### src/rtl/multicycle_control.sv
// rtl/multicycle_control.sv - multicycle MIPS-subset control unit FSM
//
// Ports:
//   clk, rst          rising-edge clock, asynchronous active-high reset
//   start             leave IDLE and begin fetching
//   opcode, funct     instruction fields from the external IR (valid from DECODE on)
//   alu_zero          ALU result is zero (branch condition)
//   imem_ack          instruction memory data valid
//   dmem_ack          data memory access complete
//   imem_req, ir_load instruction fetch request / IR capture strobe
//   dmem_req, dmem_we data memory request / write select
//   pc_write, pc_sel  PC update enable / next-PC source
//   rf_we, rf_dst_sel, rf_src_sel  register file write controls
//   alu_src, alu_ctrl ALU operand B select / operation
//   busy, halted      activity and halt status
//   illegal           sticky unsupported-encoding flag
//   instr_count       retired instruction counter
module multicycle_control (
    input  logic        clk,
    input  logic        rst,
    input  logic        start,
    input  logic [5:0]  opcode,
    input  logic [5:0]  funct,
    input  logic        alu_zero,
    input  logic        imem_ack,
    input  logic        dmem_ack,
    output logic        imem_req,
    output logic        ir_load,
    output logic        dmem_req,
    output logic        dmem_we,
    output logic        pc_write,
    output logic [1:0]  pc_sel,
    output logic        rf_we,
    output logic [1:0]  rf_dst_sel,
    output logic [1:0]  rf_src_sel,
    output logic        alu_src,
    output logic [3:0]  alu_ctrl,
    output logic        busy,
    output logic        halted,
    output logic        illegal,
    output logic [31:0] instr_count
);

    typedef enum logic [2:0] {
        S_IDLE, S_FETCH, S_DECODE, S_EXEC, S_MEM, S_WB, S_HALT
    } state_t;

    localparam logic [5:0] OP_RTYPE = 6'b000000;
    localparam logic [5:0] OP_J     = 6'b000010;
    localparam logic [5:0] OP_JAL   = 6'b000011;
    localparam logic [5:0] OP_BEQ   = 6'b000100;
    localparam logic [5:0] OP_BNE   = 6'b000101;
    localparam logic [5:0] OP_ADDI  = 6'b001000;
    localparam logic [5:0] OP_LW    = 6'b100011;
    localparam logic [5:0] OP_SW    = 6'b101011;
    localparam logic [5:0] OP_HALT  = 6'b111111;
    localparam logic [5:0] FN_JR    = 6'b001000;

    state_t     state, next_state;
    logic       is_rtype, is_jr, r_ok, op_ok, exec_illegal, retire, br_taken;
    logic [3:0] r_ctrl;

    // Instruction classification; only consulted from DECODE onward.
    always_comb begin
        is_rtype = (opcode == OP_RTYPE);
        is_jr    = is_rtype && (funct == FN_JR);
        r_ok     = 1'b1;
        r_ctrl   = 4'b0000;
        case (funct)
            6'b100000: r_ctrl = 4'b0000;
            6'b100010: r_ctrl = 4'b0001;
            6'b100100: r_ctrl = 4'b0010;
            6'b100101: r_ctrl = 4'b0011;
            6'b101010: r_ctrl = 4'b0100;
            6'b000000: r_ctrl = 4'b0101;
            default:   r_ok   = 1'b0;
        endcase
        case (opcode)
            OP_ADDI, OP_LW, OP_SW, OP_BEQ, OP_BNE, OP_J, OP_JAL: op_ok = 1'b1;
            OP_RTYPE: op_ok = is_jr || r_ok;
            default:  op_ok = 1'b0;
        endcase
        exec_illegal = !op_ok;
        br_taken     = (opcode == OP_BEQ) ? alu_zero : !alu_zero;
    end

    always_ff @(posedge clk or posedge rst) begin
        if (rst) state <= S_IDLE;
        else     state <= next_state;
    end

    always_comb begin
        next_state = state;
        case (state)
            S_IDLE:   if (start) next_state = S_FETCH;
            S_FETCH:  if (imem_ack) next_state = S_DECODE;
            S_DECODE: next_state = (opcode == OP_HALT) ? S_HALT : S_EXEC;
            S_EXEC: begin
                if (exec_illegal)                          next_state = S_HALT;
                else if (is_jr)                            next_state = S_FETCH;
                else if (is_rtype || opcode == OP_ADDI)    next_state = S_WB;
                else if (opcode == OP_LW || opcode == OP_SW) next_state = S_MEM;
                else                                       next_state = S_FETCH;
            end
            S_MEM:    if (dmem_ack) next_state = (opcode == OP_SW) ? S_FETCH : S_WB;
            S_WB:     next_state = S_FETCH;
            S_HALT:   next_state = S_HALT;
            default:  next_state = S_IDLE;
        endcase
    end

    always_comb begin
        imem_req   = 1'b0;
        ir_load    = 1'b0;
        dmem_req   = 1'b0;
        dmem_we    = 1'b0;
        pc_write   = 1'b0;
        pc_sel     = 2'b00;
        rf_we      = 1'b0;
        rf_dst_sel = 2'b00;
        rf_src_sel = 2'b00;
        alu_src    = 1'b0;
        alu_ctrl   = 4'b0000;
        busy       = (state != S_IDLE) && (state != S_HALT);
        halted     = (state == S_HALT);
        case (state)
            S_FETCH: begin
                imem_req = 1'b1;
                ir_load  = imem_ack;
                pc_write = imem_ack;
            end
            S_EXEC: begin
                if (!exec_illegal) begin
                    case (opcode)
                        OP_RTYPE: begin
                            if (is_jr) begin
                                pc_write = 1'b1;
                                pc_sel   = 2'b11;
                            end else begin
                                alu_ctrl = r_ctrl;
                            end
                        end
                        OP_ADDI, OP_LW, OP_SW: alu_src = 1'b1;
                        OP_BEQ, OP_BNE: begin
                            alu_ctrl = 4'b0001;
                            pc_write = br_taken;
                            pc_sel   = br_taken ? 2'b01 : 2'b00;
                        end
                        OP_J: begin
                            pc_write = 1'b1;
                            pc_sel   = 2'b10;
                        end
                        OP_JAL: begin
                            pc_write   = 1'b1;
                            pc_sel     = 2'b10;
                            rf_we      = 1'b1;
                            rf_dst_sel = 2'b10;
                            rf_src_sel = 2'b10;
                        end
                        default: ;
                    endcase
                end
            end
            S_MEM: begin
                dmem_req = 1'b1;
                dmem_we  = (opcode == OP_SW);
            end
            S_WB: begin
                rf_we = 1'b1;
                if (is_rtype)              rf_dst_sel = 2'b01;
                if (opcode == OP_LW)       rf_src_sel = 2'b01;
            end
            default: ;
        endcase
    end

    // An instruction retires on the cycle that hands control back to FETCH.
    assign retire = ((state == S_EXEC) || (state == S_MEM) || (state == S_WB))
                    && (next_state == S_FETCH);

    always_ff @(posedge clk or posedge rst) begin
        if (rst) begin
            illegal     <= 1'b0;
            instr_count <= 32'd0;
        end else begin
            if (state == S_EXEC && exec_illegal) illegal <= 1'b1;
            if (retire) instr_count <= instr_count + 32'd1;
        end
    end

endmodule

### config.mk
export PLATFORM = sky130hd
export DESIGN_NAME = multicycle_control
export DESIGN_NICKNAME = d
export VERILOG_FILES = /design/src/rtl/multicycle_control.sv
export SDC_FILE = /design/constraint.sdc
export NUM_CORES = 1
export LEC_CHECK = 0
export ABC_AREA = 1
export CORE_MARGIN = 8
export CORE_UTILIZATION = 35
export DETAILED_ROUTE_END_ITERATION = 12
export PLACE_DENSITY = 0.69
export SLEW_MARGIN = 10
export SYNTH_ARGS = -nofsm -noshare
export SYNTH_HDL_FRONTEND = slang
export SYNTH_SLANG_ARGS = --single-unit
### constraint.sdc
create_clock -name clk -period 2.2 [get_ports clk]
set_input_delay 0.66 -clock clk [delete_from_list [all_inputs] [get_ports clk]]
set_output_delay 0.66 -clock clk [all_outputs]
set_load 0.02 [all_outputs]
==> metrics.csv <==
stage,metric,value,unit
outcome,run status,"complete, but fails checks",
outcome,failing checks,setup timing,
sta,worst clock skew,0.00985,ns
logic_synthesis,#FFs+latches synth,36,
critical_path,Crit Reg-Reg Endpoint,instr_count[27],
route,drt wl/cell,15.1,um
run,Maximum Capacitance Violations,0,
sta,crit share post-route,1.17,
logic_synthesis,warnings from Yosys,0,
route,post-route ant nets,0,
hold_path,HP Start,illegal,
final_layout,share of cells above drive strength 1,0.336,
floorplanning,core outline area,0.00777,sq mm
global_route,first-pass GRT wire length,15800,um
global_route,GRT overflow,0,
critical_path,"Largest delay share family, worst path",simple AND/OR/NAND/NOR gates,
route,initial drt markers,279,
clock_tree,total clock sinks,36,
logic_synthesis,Synth top area share,0.321,
critical_path,FF-to-FF path depth,8,
clock_tree,"Clk pin slew, worst setup/hold paths",0.08,ns
critical_path,Reg2Reg Launch Point,state[1],
final_layout,post-route cell area,0.00456,sq mm
logic_synthesis,mux contribution to synthesized area,0,
hold_path,Hold Path Class,reg2reg,
placed_design,Placer Congestion,0.912,
logic_synthesis,"top cells by area, synth","dfrtp_1, nand2_1, nand4_1, nor2_1, xor2_1",
logic_synthesis,"EDFF count, synth",0,
critical_path,Max Fanout on Critical Path,4,
logic_synthesis,largest family of logic cells by synthesized area,simple AND/OR/NAND/NOR gates,
final_layout,Area Growth Syn to Fin,62.3,%
sta,final worst slack,-0.366,ns
hold_path,hold endpoint,illegal,
clock_tree,H-tree depth,2,
logic_synthesis,Syn Area/Cell,6.66,sq um
clock_tree,Longest Clk Path Bufs,2,
final_layout,multi-input combinational cell area,0.00197,sq mm
final_layout,number of antenna diodes,0,
critical_path,Crit path required time,1.54,ns
placed_design,Port-buffer cells,68,
clock_tree,CTS tree,done,
sta,Final Critical Period,2.57,ns
logic_synthesis,synthesized area,0.00281,sq mm
clock_tree,cts hold-fix bufs,0,
clock_tree,Root Driver,clkbuf_8,
hold_path,hold depth,2,
global_route,largest net degree at the start of global routing,37,
floorplanning,DIE WIDTH,106,um
final_layout,final net count,569,
critical_path,"Largest stage delay, worst path",0.22,ns
logic_synthesis,Synth async-reset ratio,1.00,
logic_synthesis,Main synth FF type,dfrtp_1,
logic_synthesis,Compound-Gate Fraction of Synth Area,0.0281,
sta,RSZ-0062 raised after global routing,true,
critical_path,CP max stage cell,nand4_1,
critical_path,CP Buf/Inv Count,3,
critical_path,CP most frequent cell,nand2_1,
logic_synthesis,area share of fa/ha/maj cells after synthesis,0.00445,
logic_synthesis,Synth cell types,33,
logic_synthesis,"area fraction in and, or, nand and nor cells after synthesis",0.497,
route,vias per cell,5.21,
power_and_ir_drop,peak supply drop,0.000429,V
logic_synthesis,Cells after Synth,422,
floorplanning,Initial Utilization,0.362,
critical_path,Reg2Reg Setup Slack,0.23,ns
sta,Max Clock Freq,390,MHz
floorplanning,Ports,70,
final_layout,fillcell total,701,
final_layout,fin util,0.587,
placed_design,Detailed Place HPWL,6510,um
global_route,initial antenna violation count,0,
route,number of iterations in the first detailed-routing pass,5,
logic_synthesis,Post-Synth XOR/XNOR Area,0.0686,
critical_path,startpoint types,primary input,
power_and_ir_drop,power density cells,746,mW/mm^2
final_layout,FF+latch area,901,sq um
power_and_ir_drop,Leak Pwr,2.18,nW
clock_tree,CTS buffer count,5,
sta,Rel. slew slack,0.624,
critical_path,critical setup path kind,in2out,
placed_design,Post-Place Setup Slack,-1.32,ns
clock_tree,clk_lat worst skew,0.30,ns
route,# DRC,0,
power_and_ir_drop,Final Total Pwr,0.00340,W
logic_synthesis,sequential area share after synthesis,0.321,
global_route,number of global-route vias before repair,3356,
floorplanning,Die H,106,um
route,Routed WL,9830,um
sta,Max Slew Vio Count,0,
logic_synthesis,synthesized net count,441,
critical_path,CP cell instances,buf_8 > inv_4 > nor2_4 > nand2_2 > a21oi_2 > nor2_1 > nand2_1 > nand2_1 > nand2_1 > nand4_1 > nor2_4 > buf_6,
floorplanning,die area,0.0111,sq mm
sta,setup violators final,40,
sta,Worst Max-Slew Pin Slew,0.559,ns
route,Vias,3400,
sta,Fin. Hold Viols,0,
critical_path,CP arrival,1.91,ns
placed_design,Post-DP Area,0.00390,sq mm
critical_path,Setup crit end kind,output pin,
floorplanning,row count,32,
logic_synthesis,cell taking the most area after synthesis,dfrtp_1,
global_route,GRT Resource Usage Total,0.169,
## state kept, by name (all words and copies together) (netlist names)
name	flops
instr_count	32
state	3
illegal	1
## cell families after synthesis
group,Yosys count
flops,36
buf+inv,46
compound gates,14
xor+xnor,22
other cells,1
simple gates,302
fa+ha+maj,1
## routing by layer
metal  up-vias  track usage  share of wire  wire [um]
met3        20       0.0463          0.077        754
met2       126        0.282           0.50       4900
met5         -            0              0          0
met1      1611        0.205           0.41       4000
met4         0       0.0563          0.017        170
li1       1643            -              -          -
## layout by cell type (no fill, tap or decap), types with 17 or more instances in the layout
cell             count
nand4_1             41
inv_1               26
dfrtp_1             36
nand2_2             31
buf_6               23
nor2_1              40
nor2_4              17
buf_4               57
clkdlybuf4s50_1     36
nand2_1            121
## worst max-delay path by stage
stage | from | to | slack, ns | cells after the start
after floorplan | opcode[2] | alu_ctrl[1] | -0.20 | 10
after global placement | funct[5] | alu_ctrl[1] | -1.26 | 12
after detailed placement | funct[5] | alu_ctrl[1] | -1.32 | 12
after CTS | funct[5] | alu_ctrl[2] | -0.36 | 12
after global routing | funct[5] | alu_ctrl[1] | -0.46 | 12
final | funct[5] | alu_ctrl[1] | -0.37 | 12
## report_power, final
part / internal, W / total, W / switching [W]
clock network: 0.000335 / 0.000587 / 0.000252
logic: 0.000884 / 0.00198 / 0.00110
registers: 0.000727 / 0.000828 / 0.000100
total: 0.00195 / 0.00340 / 0.00145
## area by class of cell
class | instances | area share
Clock inverter | 3 | 0.00933
Timing Repair Buffer | 136 | 0.291
Sequential cell | 36 | 0.198
Clock buffer | 5 | 0.0151
Inverter | 31 | 0.0272
Tap cell | 102 | 0.0280
Multi-Input combinational cell | 340 | 0.432
## cells in the mapped netlist (6+ instances only)
master / count
xor2_1: 13
nand3_1: 16
xnor2_1: 9
nor3_1: 8
nor2_1: 55
nand2_1: 155
inv_1: 30
dfrtp_1: 36
nand4_1: 41
buf_4: 6
nand3b_1: 7
buf_2: 6
o21ai_0: 6
## metrics by stage
stage | hold slack (ns) | std cells | TNS [ns]
detailed placement | 0.455 | 623 | -29.14
global route | 0.495 | 653 | -7.21
finish | 0.465 | 653 | -2.84
global placement | 0.446 | 623 | -25.98
CTS | 0.474 | 647 | -2.65
floorplan | 0.575 | 422 | -0.391
## worst reg2reg max path, cell delays in order, from the launching register on
cell     delay [ns]
dfrtp_1        0.47
inv_1          0.13
nor2_4         0.18
inv_1          0.18
buf_4          0.20
o21ai_2        0.09
buf_4          0.36
nand4_1        0.20
nand2_2        0.09
## timing repair
| action | CTS | global route |
|---|---|---|
| endpoints found under the hold margin | 0 | 0 |
| endpoints found under the setup margin | 51 | 50 |
| pin swaps | 24 | 14 |
| gates cloned | 3 | 3 |
| gates resized for setup | 215 | 53 |
| buffers inserted | 20 | 8 |
(Power assumes the default switching activity.)
